**src/rtl/rx_buffer_pkg.sv**
```systemverilog
`default_nettype none
// ============================================================================
// Module      : rx_buffer_pkg
// Description : Shared types and constants for the receive byte buffer.
// Revision    : 1.0 - initial release
// ============================================================================
package rx_buffer_pkg;

    localparam int DEFAULT_DEPTH = 8;
    localparam int BYTE_W        = 8;
    localparam int ERR_W         = 8;

    typedef enum logic [0:0] {
        IDLE = 1'b0,
        ACK  = 1'b1
    } state_t;

endpackage
`default_nettype wire

```
**src/rtl/rx_buffer_if.sv**
```systemverilog
`default_nettype none
// ============================================================================
// Module      : rx_buffer_if
// Description : Receiver handshake and FIFO read/status bundle.
// Revision    : 1.0 - initial release
// ============================================================================
interface rx_buffer_if
    import rx_buffer_pkg::*;
#(
    parameter int DEPTH = DEFAULT_DEPTH
) ();

    logic                     rx_ready;
    logic                     rx_error;
    logic [BYTE_W-1:0]        rx_po;
    logic                     rx_ack;
    logic                     rd_en;
    logic [BYTE_W-1:0]        rd_data;
    logic                     empty;
    logic                     full;
    logic [$clog2(DEPTH):0]   count;
    logic                     overflow;
    logic [ERR_W-1:0]         err_cnt;

    modport slave (
        input  rx_ready, rx_error, rx_po, rd_en,
        output rx_ack, rd_data, empty, full, count, overflow, err_cnt
    );

    modport master (
        output rx_ready, rx_error, rx_po, rd_en,
        input  rx_ack, rd_data, empty, full, count, overflow, err_cnt
    );

endinterface
`default_nettype wire

```
**src/rtl/sync_ff.sv**
```systemverilog
`default_nettype none
// ============================================================================
// Module      : sync_ff
// Description : Single-bit multi-flop synchronizer with synchronous reset.
// Revision    : 1.0 - initial release
// ============================================================================
module sync_ff #(
    parameter int STAGES = 2
) (
    input  wire logic clk,
    input  wire logic rst,
    input  wire logic d,
    output logic      q
);

    logic [STAGES-1:0] chain;

    always_ff @(posedge clk) begin
        if (rst) begin
            chain <= '0;
        end else begin
            chain[0] <= d;
            for (int i = 1; i < STAGES; i++) begin
                chain[i] <= chain[i-1];
            end
        end
    end

    assign q = chain[STAGES-1];

endmodule
`default_nettype wire

```
**src/rtl/rx_buffer.sv**
```systemverilog
`default_nettype none
// ============================================================================
// Module      : rx_buffer
// Description : Four-phase receiver capture into a first-word-fall-through FIFO.
// Revision    : 1.0 - initial release
// ============================================================================
module rx_buffer
    import rx_buffer_pkg::*;
#(
    parameter int DEPTH       = DEFAULT_DEPTH,
    parameter int SYNC_STAGES = 2
) (
    input  wire logic    clk,
    input  wire logic    rst,
    rx_buffer_if.slave   bus
);

    localparam int AW = $clog2(DEPTH);
    localparam int CW = AW + 1;

    logic              rdy_s;
    logic              err_s;
    state_t            state;
    state_t            state_next;
    logic              ack_q;
    logic              capture;
    logic              pop;
    logic              wr_ok;
    logic              do_write;
    logic              is_empty;
    logic              is_full;
    logic [AW-1:0]     wr_ptr;
    logic [AW-1:0]     rd_ptr;
    logic [CW-1:0]     cnt;
    logic              ovf;
    logic [ERR_W-1:0]  err_count;
    logic [BYTE_W-1:0] mem [DEPTH];

    sync_ff #(.STAGES(SYNC_STAGES)) u_sync_rdy (
        .clk (clk),
        .rst (rst),
        .d   (bus.rx_ready),
        .q   (rdy_s)
    );

    sync_ff #(.STAGES(SYNC_STAGES)) u_sync_err (
        .clk (clk),
        .rst (rst),
        .d   (bus.rx_error),
        .q   (err_s)
    );

    assign is_empty = (cnt == '0);
    assign is_full  = (cnt == CW'(DEPTH));
    assign pop      = bus.rd_en && !is_empty;
    // A full FIFO still accepts a byte when a pop frees a slot on the same edge
    assign wr_ok    = !is_full || pop;
    assign do_write = capture && !err_s && wr_ok;

    always_comb begin
        state_next = state;
        capture    = 1'b0;
        case (state)
            IDLE: begin
                if (rdy_s) begin
                    capture    = 1'b1;
                    state_next = ACK;
                end
            end
            ACK: begin
                if (!rdy_s) begin
                    state_next = IDLE;
                end
            end
            default: state_next = IDLE;
        endcase
    end

    always_ff @(posedge clk) begin
        if (rst) begin
            state <= IDLE;
            ack_q <= 1'b0;
        end else begin
            state <= state_next;
            ack_q <= (state_next == ACK);
        end
    end

    always_ff @(posedge clk) begin
        if (rst) begin
            wr_ptr    <= '0;
            rd_ptr    <= '0;
            cnt       <= '0;
            ovf       <= 1'b0;
            err_count <= '0;
        end else begin
            if (do_write) begin
                wr_ptr <= wr_ptr + AW'(1);
            end
            if (pop) begin
                rd_ptr <= rd_ptr + AW'(1);
            end
            case ({do_write, pop})
                2'b10:   cnt <= cnt + CW'(1);
                2'b01:   cnt <= cnt - CW'(1);
                default: cnt <= cnt;
            endcase
            if (capture && !err_s && !wr_ok) begin
                ovf <= 1'b1;
            end
            if (capture && err_s && (err_count != {ERR_W{1'b1}})) begin
                err_count <= err_count + ERR_W'(1);
            end
        end
    end

    // Storage has no reset so it maps onto distributed RAM
    always_ff @(posedge clk) begin
        if (do_write && !rst) begin
            mem[wr_ptr] <= bus.rx_po;
        end
    end

    assign bus.rx_ack   = ack_q;
    assign bus.rd_data  = mem[rd_ptr];
    assign bus.empty    = is_empty;
    assign bus.full     = is_full;
    assign bus.count    = cnt;
    assign bus.overflow = ovf;
    assign bus.err_cnt  = err_count;

endmodule
`default_nettype wire

```
**src/flat_wrapper.sv**
```systemverilog
// flat-port wrapper written by rule: the top's interface ports become plain ports
module rx_buffer_flat import rx_buffer_pkg::*;
#(
    parameter int DEPTH       = DEFAULT_DEPTH,
    parameter int SYNC_STAGES = 2
)
  (clk, rst, bus_rx_ready, bus_rx_error, bus_rx_po, bus_rd_en, bus_rx_ack, bus_rd_data, bus_empty, bus_full, bus_count, bus_overflow, bus_err_cnt);
  rx_buffer_if #(.DEPTH(DEPTH)) bus_i ();
  input  wire logic clk;
  input  wire logic rst;
  input wire logic [$bits(bus_i.rx_ready)-1:0] bus_rx_ready;
  input wire logic [$bits(bus_i.rx_error)-1:0] bus_rx_error;
  input wire logic [$bits(bus_i.rx_po)-1:0] bus_rx_po;
  input wire logic [$bits(bus_i.rd_en)-1:0] bus_rd_en;
  output wire logic [$bits(bus_i.rx_ack)-1:0] bus_rx_ack;
  output wire logic [$bits(bus_i.rd_data)-1:0] bus_rd_data;
  output wire logic [$bits(bus_i.empty)-1:0] bus_empty;
  output wire logic [$bits(bus_i.full)-1:0] bus_full;
  output wire logic [$bits(bus_i.count)-1:0] bus_count;
  output wire logic [$bits(bus_i.overflow)-1:0] bus_overflow;
  output wire logic [$bits(bus_i.err_cnt)-1:0] bus_err_cnt;
  assign bus_i.rx_ready = bus_rx_ready;
  assign bus_i.rx_error = bus_rx_error;
  assign bus_i.rx_po = bus_rx_po;
  assign bus_i.rd_en = bus_rd_en;
  assign bus_rx_ack = bus_i.rx_ack;
  assign bus_rd_data = bus_i.rd_data;
  assign bus_empty = bus_i.empty;
  assign bus_full = bus_i.full;
  assign bus_count = bus_i.count;
  assign bus_overflow = bus_i.overflow;
  assign bus_err_cnt = bus_i.err_cnt;
  rx_buffer #(.DEPTH(DEPTH), .SYNC_STAGES(SYNC_STAGES)) u_core (.clk(clk), .rst(rst), .bus(bus_i));
endmodule
```
**config.mk**
```make
export PLATFORM = sky130hd
export DESIGN_NAME = rx_buffer_flat
export DESIGN_NICKNAME = d
export VERILOG_FILES = /design/src/rtl/rx_buffer_pkg.sv /design/src/rtl/rx_buffer_if.sv /design/src/rtl/sync_ff.sv /design/src/rtl/rx_buffer.sv /design/src/flat_wrapper.sv
export SDC_FILE = /design/constraint.sdc
export NUM_CORES = 1
export LEC_CHECK = 0
export BUFFER_PORTS_ARGS = -buffer_cell sky130_fd_sc_hd__buf_2
export CORE_MARGIN = 4
export CORE_UTILIZATION = 58
export CTS_CLUSTER_DIAMETER = 60
export DETAILED_ROUTE_END_ITERATION = 8
export PLACE_DENSITY_LB_ADDON = 0.25
export SYNTH_ARGS = -nofsm -noshare
export SYNTH_HDL_FRONTEND = slang
export SYNTH_SLANG_ARGS = --single-unit
```
**constraint.sdc**
```tcl
create_clock -name clk -period 3.2 [get_ports clk]
set_clock_uncertainty 0.1 [all_clocks]
set_input_delay 0.16 -clock clk [delete_from_list [all_inputs] [get_ports clk]]
set_output_delay 0.16 -clock clk [all_outputs]
set_load 0.02 [all_outputs]
```
==> results.md, run 1 <==
* Outcome: finished clean
* Crit. End Element: flip-flop
* Power Dens Cells at 649 mW/mm^2
* Die width at 87.4 um
* Routability Congestion at 0.807
* Peak Freq at 0.408 GHz
* DRC errors left at 0
* Crit path max-delay cell type: dfxtp_1
* CTS Sinks at 91
* DP Worst Slack at 764 ps
* Total gr overflow at 0
* Core Util, Final at 69.9%
* Initial Util at 60.7%
* WL per Instance at 16.5 um
* Setup TNS at 0 ps
* Core Footprint at 0.00603 sq mm
* Worst Max-Slew Pin Slew at 773 ps
* Sequential power share at 49.5%
* Startpoint class of the critical path: flip-flop
* #FFs+latches synth at 91
* Vias at 2024
* Root buffer cell: clkbuf_8
* Final Max Slew Viols at 0
* Required time worst endpoint at 3340 ps
* Drt pass-1 iters at 4
* Worst-Skew Late Latency at 350 ps
* Area of the mapped netlist at 0.00366 sq mm
* Count of final setup violators at 0
* Grt peak-use layer: met2
* Net switching power at 0.753 mW
* Gate Count Post-Synth at 233
* Yosys Warn Count at 0
* Routed WL at 6020 um
* Total CTS buffers at 9
* Worst Setup Slack, final at 750 ps
* Port bufs at 36
* Synthesized Nets at 252
* Post-synth EDFFs at 64
* Syn avg cell area at 15.7 sq um
* Largest net degree at the start of global routing at 35
* Tightest Hold Check Type: input port to flip-flop
* CTS tree: done
* Register-to-Register Setup Slack at 750 ps
* First-pass GRT wire length at 9860 um
* Post-DP HPWL at 3920 um
* Sw Ratio at 27.5%
* Met2 Use GR at 29.4%
* H-tree levels at 3
* Slowest cell delay on critical path at 440 ps
* ANT cells at 0
* Delay-heaviest family, CP: multiplexers
* # nets final at 305
* Leakage at 1.53 nW
* Tot GR Track Use at 18.0%
* Antenna violations before repair at 0
* Fraction of layout cells with a size suffix above 1 at 30.0%
* Worst-case clock buffer depth at 2
* Clock power frac at 26.1%
* RSZ-0062 raised after global routing: false
* Peak supply drop at 572 uV
* Crit-path max FO at 6
* Clock edge transition at the registers on the reported setup and hold paths at 80 ps
* Total Power at 2.74 mW
* Site Rows at 28
* Worst-path cell chain: o41ai_2, buf_4, or2_2, inv_1, ha_1, a21o_1, a21oi_1, mux2i_1, mux2_1
* Min Tclk post-route at 2450 ps
* Synth cell types at 40
* Crit Path Class: flip-flop to flip-flop
* Combinational power share at 24.4%
* Vias in the first global route at 2007
* # IOs at 37
* Post-CTS sizing at 0
* Maxcap violations at 0
* Die H at 87.4 um
* Rel. slew slack at 48.3%
* Ys flop type: edfxtp_1
* Crit path buf inv count at 2
* Fin. Hold Viols at 0
* Number of vias per cell at 5.55
* Remaining antenna violation count at 0
* Met1 Use GR at 22.7%
* Die footprint at 0.00764 sq mm
* First DRT Iteration DRCs at 129
* Critical Path AT at 2590 ps
* M3 GR Usage at 3.97%
* Synth async-reset ratio at 0%
* Synth-to-Final Area Change at 15.1%
* Fin crit share at 76.5%
* Register area share after synthesis at 67.3%
* Internal power at 1.98 mW
## metrics by stage
stage | hold WS, ps | instances | cell area, sq um
6_report | 159 | 365 | 4210
5_1_grt | 167 | 365 | 4210
4_1_cts | 136 | 365 | 4210
3_5_place_dp | 274 | 340 | 3940
3_3_place_gp | 275 | 340 | 3940
2_1_floorplan | 159 | 233 | 3660
## per-layer routing
| metal | vias up | wire (um) |
|---|---|---|
| met5 | - | 0 |
| li1 | 989 | - |
| met4 | 0 | 89 |
| met3 | 8 | 208 |
| met2 | 35 | 3140 |
| met1 | 992 | 2570 |
## power by group through the flow
stage	Clock (mW)	Combinational [mW]	Sequential (mW)
2_1_floorplan	0	0.493	1.39
3_3_place_gp	0	0.659	1.38
3_5_place_dp	0	0.669	1.38
4_1_cts	0.721	0.682	1.35
5_1_grt	0.791	0.734	1.36
6_report	0.713	0.668	1.35
## area by class of cell
cell class              instances  area, sq um
repair buffers                 52          325
flip-flops and latches         91         2460
well taps                      75         93.8
clock buffers                  12          135
inverters                       5         18.8
fillers                       414         1810
multi-input cells             127         1140
clock inverters                 3         40.0
## state kept, by name (all words and copies together), names as in the netlist, named ones only
name / flops
u_core.rd_ptr: 3
u_core.u_sync_err.chain: 2
u_core.bus.err_cnt: 8
u_core.bus.overflow: 1
u_core.state: 1
u_core.mem: 64
u_core.wr_ptr: 3
u_core.u_sync_rdy.chain: 2
u_core.bus.count: 4
## repair_timing
action	in CTS	in global routing
endpoints found under the setup margin	0	0
buffers inserted	0	0
hold endpoints to repair	66	0
hold buffers	10	0
## logic make-up after synthesis
kind of cell / share of synthesized area [%]
flops: 67.3
fa+ha+maj: 2.26
mux: 14.9
simple gates: 8.34
buf+inv: 1.64
xor+xnor: 1.92
compound gates: 3.59
## cell usage after synthesis (2+ instances only)
library cell   n  area (sq um)
ha_1           5          62.6
mux2i_1        4          40.0
buf_2          2          10.0
or2_2          2          12.5
clkbuf_1       5          18.8
a21oi_1        7          35.0
o211ai_1       2          15.0
dfxtp_1       27           541
nand2_1        8          30.0
nor4_1         3          18.8
nand3_1        2          10.0
nor2b_1        7          43.8
mux4_2        16           360
inv_1          5          18.8
or3_1          3          18.8
xor2_1         7          61.3
edfxtp_1      64          1920
nor2_1        28           105
buf_1          2          7.51
o21ai_0        3          15.0
mux2_2        12           135
## worst reg2reg max path: stages, from the launching register on
cell and delay, ps:
dfxtp_1 440, o41ai_2 110, buf_4 160, or2_2 330, inv_1 90, ha_1 230
a21o_1 170, a21oi_1 170, mux2i_1 210, mux2_1 320
## path summary, 6_finish.rpt
check / from / to / cells after the start
max: u_core.bus.count[1] / u_core.bus.count[3] / 9
min: bus_rd_en / u_core.bus.overflow / 4
max reg2reg: u_core.bus.count[1] / u_core.bus.count[3] / 9
min reg2reg: u_core.u_sync_rdy.chain[0] / u_core.u_sync_rdy.chain[1] / 1
## layout by cell type, fill, tap and decap left out, types with 2 or more instances in the layout
cell type      Yosys  routed
a21oi_1            7       7
xor2_1             7       7
nor2_1            28      28
nor2b_1            7       7
dlygate4sd3_1      0      10
buf_4              0       6
inv_1              5       5
nand3_1            2       2
or2_2              2       2
mux2i_1            4       4
ha_1               5       5
o21ai_0            3       3
nor4_1             3       3
edfxtp_1          64      64
o211ai_1           2       2
nand2_1            8       8
buf_2              2      36
clkbuf_1           5       3
or3_1              3       3
clkinv_2           0       2
clkbuf_8           0       9
mux4_2            16      16
mux2_2            12      12
dfxtp_1           27      27
No activity file was read; power rests on OpenSTA's default activity.
==> inputs of run 2 (changes only) <==
--- a/config.mk
+++ b/config.mk
@@ -7,7 +7,7 @@
 export LEC_CHECK = 0
 export BUFFER_PORTS_ARGS = -buffer_cell sky130_fd_sc_hd__buf_2
 export CORE_MARGIN = 4
-export CORE_UTILIZATION = 58
+export CORE_UTILIZATION = 52
 export CTS_CLUSTER_DIAMETER = 60
 export DETAILED_ROUTE_END_ITERATION = 8
 export PLACE_DENSITY_LB_ADDON = 0.25
==> constraint.sdc (replaced) <==
create_clock -name clk -period 2.1 [get_ports clk]
set_clock_uncertainty 0.1 [all_clocks]
set_input_delay 0.105 -clock clk [delete_from_list [all_inputs] [get_ports clk]]
set_output_delay 0.105 -clock clk [all_outputs]
set_load 0.02 [all_outputs]
==> results.md, run 2 (same netlist as run 1, synthesis figures left out) <==
* Outcome: complete, but fails checks
* Failing checks: negative setup slack
* Peak Freq at 0.465 GHz (+14%)
* Worst Max-Slew Pin Slew at 601 ps (-172 ps)
* Die footprint at 0.00844 sq mm (+10%)
* Min Tclk post-route at 2150 ps (-297 ps)
* Core Footprint at 0.00683 sq mm (+13%)
* CTS Sinks at 91 (unchanged)
* Die H at 91.9 um (+5.1%)
* Antenna violations before repair at 0 (unchanged)
* # nets final at 329 (+7.9%)
* Clock power frac at 25.5% (-0.6 points)
* Initial Util at 53.6% (-7.2 points)
* Largest net degree at the start of global routing at 30 (-14%)
* Maxcap violations at 0 (unchanged)
* Register-to-Register Setup Slack at -50 ps (-800 ps)
* RSZ-0062 raised after global routing: true
* Crit-path max FO at 2 (-4)
* Sequential power share at 45.0% (-4.5 points)
* CP startpoint: u_core.bus.count[3]
* Reg2Reg Depth at 8 (-1)
* Fin. Hold Viols at 0 (unchanged)
* Worst-path cell chain: o41ai_4, or2_4, inv_2, ha_4, a21o_1, a21oi_2, mux2i_1, mux2_1
* CTS tree: done
* Total CTS buffers at 9 (unchanged)
* Drt pass-1 iters at 4 (unchanged)
* Crit Path Class: flip-flop to flip-flop
* Most frequent cells in the layout: 64 x edfxtp_1, 36 x buf_2, 28 x buf_4
* Clock edge transition at the registers on the reported setup and hold paths at 80 ps (about the same)
* Sw Ratio at 28.7% (+1.2 points)
* Vias at 2116 (+4.5%)
* Site Rows at 30 (+7.1%)
* First DRT Iteration DRCs at 86 (-33%)
* Commonest non-fill, non-tap cell in the layout: edfxtp_1
* Peak supply drop at 847 uV (+48%)
* ANT cells at 0 (unchanged)
* Post-route insts no fill at 411 (+13%)
* Setup TNS at -52.4 ps (-52.4 ps)
* Inst Count DP at 378 (+11%)
* Slowest cell delay on critical path at 350 ps (-90 ps)
* Synth-to-Final Area Change at 25.4%
* Power Dens Cells at 1000 mW/mm^2 (+55%)
* R2r endpoint: u_core.bus.count[3]
* Crit. End Element: flip-flop
* Tot GR Track Use at 16.5% (-1.5 points)
* Required time worst endpoint at 2240 ps (-1100 ps)
* Port bufs at 36 (unchanged)
* Root buffer cell: clkbuf_8
* Net switching power at 1.32 mW (+75%)
* Critical Path AT at 2290 ps (-300 ps)
* Fin crit share at 102% (+26 points)
* Rel. slew slack at 59.7% (+11 points)
* Combinational power share at 29.5% (+5.1 points)
* Crit path max-delay cell type: dfxtp_2
* Die width at 91.9 um (+5.1%)
* Worst Setup Slack, final at -52.4 ps (-803 ps)
* Max reg flops at 64 (unchanged)
* Fraction of layout cells with a size suffix above 1 at 41.3% (+11 points)
* Tightest Hold Check Type: input port to flip-flop
* Worst-case clock buffer depth at 2 (unchanged)
* Crit path capture: u_core.bus.count[3]
* Internal power at 3.28 mW (+66%)
* First-pass GRT wire length at 10600 um (+7.7%)
* Count of final setup violators at 1 (+1)
* Routed WL at 6550 um (+8.8%)
* # IOs at 37 (unchanged)
* Final Max Slew Viols at 0 (unchanged)
* Post-DP HPWL at 4150 um (+5.9%)
* Vias in the first global route at 2099 (+4.6%)
* Number of vias per cell at 5.15 (-7.2%)
* Routability Congestion at 0.840 (+4.1%)
* Startpoint class of the critical path: flip-flop
* Total gr overflow at 0 (unchanged)
* Reg2reg start: u_core.bus.count[3]
* DRC errors left at 0 (unchanged)
* Remaining antenna violation count at 0 (unchanged)
* WL per Instance at 15.9 um (-3.3%)
* H-tree levels at 3 (unchanged)
* Worst-Skew Late Latency at 350 ps (about the same)
* Leakage at 1.68 nW (+9.4%)
* Biggest register: u_core.mem
-- run 2: cell count changes in the layout (fill, tap and decap cells not counted), sizes merged --
| cell | before | now |
|---|---|---|
| buf | 42 | 65 |
| clkinvlp | 0 | 2 |
| inv | 5 | 7 |
| clkbuf | 12 | 11 |
| clkinv | 2 | 1 |
-- run 2: what timing repair did --
| item | CTS | global route |
|---|---|---|
| pin swaps | 3 | 2 |
| setup buffers | 4 | 2 |
| hold buffers | 10 | 0 |
| endpoints found under the setup margin | 26 | 32 |
| gates cloned | 0 | 1 |
| hold endpoints to repair | 66 | 0 |
| resized for setup | 4 | 7 |
-- run 2: metal layers --
layer | global-route usage, % | share of wire (%)
met4 | 5.94 | 1.5
met5 | 0 | 0
met2 | 26.2 | 50
met3 | 3.61 | 3.5
met1 | 22.6 | 45
-- run 2: worst min path at each step --
| stage | startpoint | to | cells after the start |
|---|---|---|---|
| after floorplan | bus_rx_po[0] | u_core.mem[0][0] | 0 |
| after global placement | bus_rx_error | u_core.u_sync_err.chain[0] | 2 |
| after detailed placement | bus_rx_error | u_core.u_sync_err.chain[0] | 2 |
| after CTS | bus_rd_en | u_core.bus.overflow | 4 |
| after global routing | rst | u_core.mem[1][3] | 2 |
| final | bus_rd_en | u_core.bus.overflow | 4 |
-- run 2: final cells by class --
type	instances	area, sq um
Multi-Input combinational cell	127	1240
Sequential cell	91	2470
Fill cell	505	2240
Inverter	5	18.8
Timing Repair Buffer	76	536
Tap cell	96	120
Clock buffer	10	128
Clock inverter	6	71.3
-- run 2: power groups by stage --
stage	logic, mW	clock network, mW	registers, mW
finish	1.36	1.17	2.07
CTS	1.28	1.19	2.05
global placement	1.21	0	2.09
detailed placement	1.23	0	2.09
global route	1.48	1.27	2.08
floorplan	0.789	0	2.14
-- run 2: worst max-delay path, delay by kind of cell, from the launching register on --
family                     cells  cell delay, ps
muxes                          2             540
AOI/OAI and AO/OA              3             640
adders and majority gates      1             200
buffers and inverters          1              50
and+or+nand+nor                1             180
DFF                            1             350
-- run 2: stage by stage --
stage | cell area (sq um) | util, % | hold slack [ps] | setup slack, ps | power (mW)
3_3_place_gp | 4170 | 61.1 | 215 | -25.2 | 3.30
3_5_place_dp | 4170 | 61.1 | 227 | -59.9 | 3.32
2_1_floorplan | 3730 | - | 104 | -201 | 2.93
5_1_grt | 4590 | 67.1 | 138 | -150 | 4.83
4_1_cts | 4520 | 66.1 | 107 | -53.2 | 4.53
6_report | 4590 | 67.1 | 105 | -52.4 | 4.60
